===== src/rtl/ps2_host_tx.sv =====
// Host-to-device PS/2 transmitter: request-to-send, bit shifting on device clock
// edges, odd parity, stop bit and acknowledge check for one command byte.
module ps2_host_tx #(
  parameter int INHIBIT_CYCLES   = 6000,
  parameter int REQ_SETUP_CYCLES = 50,
  parameter int START_TIMEOUT    = 750000,
  parameter int FRAME_TIMEOUT    = 100000
) (
  input  logic       CLOCK_50,
  input  logic       resetn,
  input  logic       PS2_CLK_IN,
  input  logic       PS2_DAT_IN,
  output logic       ps2_clk_drive_low,
  output logic       ps2_dat_drive_low,
  input  logic [7:0] tx_data,
  input  logic       tx_valid,
  output logic       tx_ready,
  output logic       tx_busy,
  output logic       tx_done,
  output logic       tx_error,
  output logic [1:0] err_code
);

  localparam int IR_MAX    = (INHIBIT_CYCLES > REQ_SETUP_CYCLES) ? INHIBIT_CYCLES : REQ_SETUP_CYCLES;
  localparam int PHASE_MAX = (IR_MAX > START_TIMEOUT) ? IR_MAX : START_TIMEOUT;
  localparam int PW        = $clog2(PHASE_MAX + 1);
  localparam int FW        = $clog2(FRAME_TIMEOUT + 1);

  localparam logic [PW-1:0] INHIBIT_LAST = PW'(INHIBIT_CYCLES - 1);
  localparam logic [PW-1:0] REQ_LAST     = PW'(REQ_SETUP_CYCLES - 1);
  localparam logic [PW-1:0] START_LAST   = PW'(START_TIMEOUT - 1);
  localparam logic [PW-1:0] PHASE_SAT    = PW'(PHASE_MAX);
  localparam logic [FW-1:0] FRAME_LAST   = FW'(FRAME_TIMEOUT - 1);
  localparam logic [FW-1:0] FRAME_SAT    = FW'(FRAME_TIMEOUT);
  localparam logic [3:0]    LAST_BIT     = 4'd9;

  localparam logic [1:0] ERR_NONE  = 2'b00;
  localparam logic [1:0] ERR_START = 2'b01;
  localparam logic [1:0] ERR_FRAME = 2'b10;
  localparam logic [1:0] ERR_ACK   = 2'b11;

  typedef enum logic [3:0] {
    S_IDLE, S_INHIBIT, S_REQ, S_WAIT_FIRST, S_SHIFT,
    S_WAIT_ACK, S_WAIT_IDLE, S_DONE, S_ERROR
  } state_t;

  state_t        state, state_n;
  logic [1:0]    err_sel;
  logic          clk_meta, clk_sync, clk_prev, dat_meta, dat_sync;
  logic          falling_edge, accept, in_frame;
  logic          start_last, frame_last;
  logic [PW-1:0] phase_timer;
  logic [FW-1:0] frame_timer;
  logic [8:0]    shift_reg;   // {parity, data}; bit 0 is the bit on the wire
  logic [3:0]    bit_cnt;

  // NOTE: sequential state uses non-blocking assignments so every flop samples
  // pre-edge values; synchronizers reset to the idle-high bus level so leaving
  // reset never looks like a falling clock edge.
  always_ff @(posedge CLOCK_50) begin
    if (!resetn) begin
      clk_meta <= 1'b1;
      clk_sync <= 1'b1;
      clk_prev <= 1'b1;
      dat_meta <= 1'b1;
      dat_sync <= 1'b1;
    end else begin
      clk_meta <= PS2_CLK_IN;
      clk_sync <= clk_meta;
      clk_prev <= clk_sync;
      dat_meta <= PS2_DAT_IN;
      dat_sync <= dat_meta;
    end
  end

  assign falling_edge = clk_prev & ~clk_sync;
  assign accept       = tx_valid & (state == S_IDLE);
  assign in_frame     = (state == S_SHIFT) || (state == S_WAIT_ACK) || (state == S_WAIT_IDLE);
  assign start_last   = (phase_timer == START_LAST);
  assign frame_last   = (frame_timer == FRAME_LAST);

  always_ff @(posedge CLOCK_50) begin
    if (!resetn) state <= S_IDLE;
    else         state <= state_n;
  end

  // A device edge always wins over a timer expiring in the same cycle.
  always_comb begin
    state_n = state;
    err_sel = ERR_NONE;
    case (state)
      S_IDLE:       if (accept) state_n = S_INHIBIT;
      S_INHIBIT:    if (phase_timer == INHIBIT_LAST) state_n = S_REQ;
      S_REQ:        if (phase_timer == REQ_LAST) state_n = S_WAIT_FIRST;
      S_WAIT_FIRST: begin
        if (falling_edge) begin
          state_n = S_SHIFT;
        end else if (start_last) begin
          state_n = S_ERROR;
          err_sel = ERR_START;
        end
      end
      S_SHIFT: begin
        if (falling_edge) begin
          if (bit_cnt == LAST_BIT) state_n = S_WAIT_ACK;
        end else if (frame_last) begin
          state_n = S_ERROR;
          err_sel = ERR_FRAME;
        end
      end
      S_WAIT_ACK: begin
        if (falling_edge) begin
          if (dat_sync) begin
            state_n = S_ERROR;
            err_sel = ERR_ACK;
          end else begin
            state_n = S_WAIT_IDLE;
          end
        end else if (frame_last) begin
          state_n = S_ERROR;
          err_sel = ERR_FRAME;
        end
      end
      S_WAIT_IDLE: begin
        if (clk_sync && dat_sync) begin
          state_n = S_DONE;
        end else if (frame_last) begin
          state_n = S_ERROR;
          err_sel = ERR_FRAME;
        end
      end
      S_DONE:  state_n = S_IDLE;
      S_ERROR: state_n = S_IDLE;
      default: state_n = S_IDLE;
    endcase
  end

  always_ff @(posedge CLOCK_50) begin
    if (!resetn) begin
      phase_timer <= '0;
      frame_timer <= '0;
      shift_reg   <= '0;
      bit_cnt     <= '0;
      err_code    <= ERR_NONE;
    end else begin
      if (state_n != state)            phase_timer <= '0;
      else if (phase_timer != PHASE_SAT) phase_timer <= phase_timer + 1'b1;

      if (state == S_WAIT_FIRST)                   frame_timer <= '0;
      else if (in_frame && frame_timer != FRAME_SAT) frame_timer <= frame_timer + 1'b1;

      if (accept) begin
        shift_reg <= {~^tx_data, tx_data};
        bit_cnt   <= '0;
        err_code  <= ERR_NONE;
      end else if (state == S_WAIT_FIRST && falling_edge) begin
        bit_cnt <= 4'd1;
      end else if (state == S_SHIFT && falling_edge && bit_cnt != LAST_BIT) begin
        shift_reg <= {1'b1, shift_reg[8:1]};
        bit_cnt   <= bit_cnt + 1'b1;
      end

      if (state_n == S_ERROR && state != S_ERROR) err_code <= err_sel;
    end
  end

  // NOTE: both drives get a default before the case so no latch is inferred.
  always_comb begin
    ps2_clk_drive_low = 1'b0;
    ps2_dat_drive_low = 1'b0;
    case (state)
      S_INHIBIT:    ps2_clk_drive_low = 1'b1;
      S_REQ: begin
        ps2_clk_drive_low = 1'b1;
        ps2_dat_drive_low = 1'b1;
      end
      S_WAIT_FIRST: ps2_dat_drive_low = 1'b1;
      S_SHIFT:      ps2_dat_drive_low = ~shift_reg[0];
      default:      ;
    endcase
  end

  assign tx_ready = (state == S_IDLE);
  assign tx_busy  = ~tx_ready;
  assign tx_done  = (state == S_DONE);
  assign tx_error = (state == S_ERROR);

endmodule

===== config.mk =====
export PLATFORM = sky130hd
export DESIGN_NAME = ps2_host_tx
export DESIGN_NICKNAME = d
export VERILOG_FILES = /design/src/rtl/ps2_host_tx.sv
export SDC_FILE = /design/constraint.sdc
export NUM_CORES = 1
export LEC_CHECK = 0
export CORE_MARGIN = 5
export CORE_UTILIZATION = 59
export DETAILED_ROUTE_END_ITERATION = 8
export GPL_ROUTABILITY_DRIVEN = 0
export PLACE_DENSITY = 0.79
export SYNTH_ARGS = -nofsm -noshare
export SYNTH_HDL_FRONTEND = slang
export SYNTH_SLANG_ARGS = --single-unit
export TNS_END_PERCENT = 1

===== constraint.sdc =====
create_clock -name CLOCK_50 -period 2.7 [get_ports CLOCK_50]
set_input_delay 0.405 -clock CLOCK_50 [delete_from_list [all_inputs] [get_ports CLOCK_50]]
set_output_delay 0.405 -clock CLOCK_50 [all_outputs]
set_load 0.01 [all_outputs]

==> reports/results.txt <==
Max transition margin - 32.4%
Status - complete, no violations
Met1 wire length - 3.22 mm
Routed WL per cell - 14.5 um
Port Buffers - 20
# Max-Cap Violations - 0
Total CTS buffers - 9
Largest family of logic cells by synthesized area - simple AND/OR/NAND/NOR gates
Tmin final - 2.58 ns
Met3 WL post-DR - 334 um
Yosys reg bits - 61
Maximum fanout along the worst path - 11
Cts repair resizes - 0
Initial Utilization - 60.3%
Final WS setup - 0.121 ns
Top sig layer - met4
Synth Area in XOR/XNOR - 10.3%
Max clock buf depth - 2
Simple-Gate Fraction of Synth Area - 28.9%
Hold Slack - 0.405 ns
Most frequent cells in the layout - dfxtp_1, nor2_1, nand2_1
Worst path cell trace - or3_1 > or4_1 > or4_1 > o211a_1 > a31o_1 > buf_4 > a211oi_2
Register Area - 0.00122 mm2
Die height - 84.8 um
DP Wirelength - 5.09 mm
Crit-path max cell delay - 0.51 ns
Lkg Pwr - 1.27 nW
Crit Path Class - reg -> reg
Worst Setup SP - phase_timer[11]$_SDFFE_PP0P_
Grt total ovfl - 0
Unrepaired setup endpoints after global routing - false
Largest net degree at the start of global routing - 21
Mapped Avg Cell Area - 8.42 um2
Clock sink count - 61
Power Dens Cells - 531 mW/mm2
Adder-cell share of the synthesized area - 2.65%
CP Launch Type - register
Hold Startpoint - clk_meta$_SDFF_PN1_
Io pins - 21
Worst-Margin Slew - 1.00 ns
Layout Utilization - 69.8%
Setup bufs post-CTS - 0
Crit path top cell by count - or4_1
FF-to-FF Start - phase_timer[11]$_SDFFE_PP0P_
Slack of the worst reg-to-reg path - 0.12 ns
Ys Warns - 0
Die outline area - 0.00719 mm2
Total number of vias - 2,868
Row cnt - 27
Commonest non-fill, non-tap cell in the layout - dfxtp_1
Root Buffer - clkbuf_8
Peak VDD IR - 335 uV
Synth Cell Area - 0.00330 mm2
Max FFs per register - 20
Hold buffers post-CTS - 0
Hold Crit Class - reg -> reg
Multi-input gate area - 0.00195 mm2
Worst-path clk slew - 0.07 ns
Mapped Cells - 392
Sequential area share after synthesis - 37.0%
Synth Flop Type - dfxtp_1
Pre-CTS WS - 0.141 ns
Fillers - 445
Final Max Slew Viols - 0
Syn Nets - 412
# setup viols final - 0
Worst setup EP type - register
Total negative slack - 0 ns
Vias per cell - 5.83
Post-synthesis compound-gate area fraction - 16.7%
Drc violations - 0
Initial DRC Count - 236
CTS tree - done
Placed instance count - 476
Slowest stage cell, crit path - or4_1
Area delta synth->final - 15.8%
Post-route ant nets - 0
Yosys cell types - 45
Routed wire length - 7.15 mm
Data required time of the worst path - 2.97 ns
Mux share of post-synthesis cell area - 0.303%
Layout cells sized above 1 - 11.0%
Worst EP arrival - 2.85 ns
Initial antenna violation count - 0
Antenna cells - 0
Gr usage total - 21.2%
Drt first pass iters - 4
Nets - 435
Die Width - 84.8 um
Vias in the first global route - 2,769
Finished Layout Cells - 492
Clk_skew - 0.00798 ns
Core area - 0.00547 mm2
H-tree levels - 3
Number of synthesized flops with an enable pin - 0
Hold Violations, Final - 0
Clk_lat worst skew - 0.35 ns
WL met2 - 3.43 mm
Fin crit share - 95.5%
FMAX - 0.388 GHz
First-pass GRT wire length - 12.3 mm
Async S/R FF share, synth - 0%
## power breakdown
| group | switching [mW] | internal, mW | leakage [nW] |
|---|---|---|---|
| Sequential | 0.0142 | 0.920 | 0.495 |
| Clock | 0.354 | 0.567 | 0.116 |
| Combinational | 0.102 | 0.0728 | 0.663 |
| Total | 0.471 | 1.56 | 1.27 |
## final cells by class
class	count	share of cell area, %
Tap cell	72	2.36
Sequential cell	61	32.0
Timing Repair Buffer	29	7.33
Clock buffer	12	4.06
Clock inverter	4	1.83
Multi-Input combinational cell	300	51.1
Inverter	14	1.38
## synthesized netlist by cell type (6+ instances only)
master    count  area [um2]
dfxtp_1      61        1220
nor2_1       50         188
nand2_1      46         173
xnor2_1      21         184
a211oi_2     20         250
xor2_1       18         158
nand3_1      16        80.1
clkbuf_1     13        48.8
inv_1        13        48.8
nand4_1      13        81.3
nor3_1       12        60.1
a21oi_1      11        55.1
nand2b_1      9        56.3
a311oi_1      8        70.1
ha_1          7        87.6
o21ai_0       7        35.0
and4_1        6        52.6
or3_1         6        37.5
## stage by stage
stage	total power [mW]	cell area (um2)
finish	2.03	3820
global placement	1.12	3590
floorplan	1.07	3300
detailed placement	1.13	3590
global route	2.10	3820
CTS	2.04	3810
## layer usage
metal	GRT usage [%]	vias to the layer above
met4	11.5	0
met2	34.2	71
met5	0	-
li1	-	1444
met1	26.1	1335
met3	4.81	18
## critical path: cells and delay by family, from the launching register on
family	cells	cell delay (ns)
flops	1	0.33
buf+inv	1	0.20
compound gates	3	0.56
simple gates	3	1.40
## final timing paths
kind	endpoint	depth (start not counted)
worst max register to register	phase_timer[19]$_SDFFE_PP0P_	7
worst max-delay path	phase_timer[19]$_SDFFE_PP0P_	7
worst min-delay path	clk_sync$_SDFF_PN1_	1
worst min register to register	clk_sync$_SDFF_PN1_	1
## kinds of logic (layout without fill, tap and decap cells)
family	count (synthesis)	in the layout
compound gates	64	64
xor+xnor	39	39
buf+inv	31	59
mux	1	1
flops	61	61
fa+ha+maj	7	7
simple gates	189	189
Note: power is estimated with default switching activity, not from simulation.
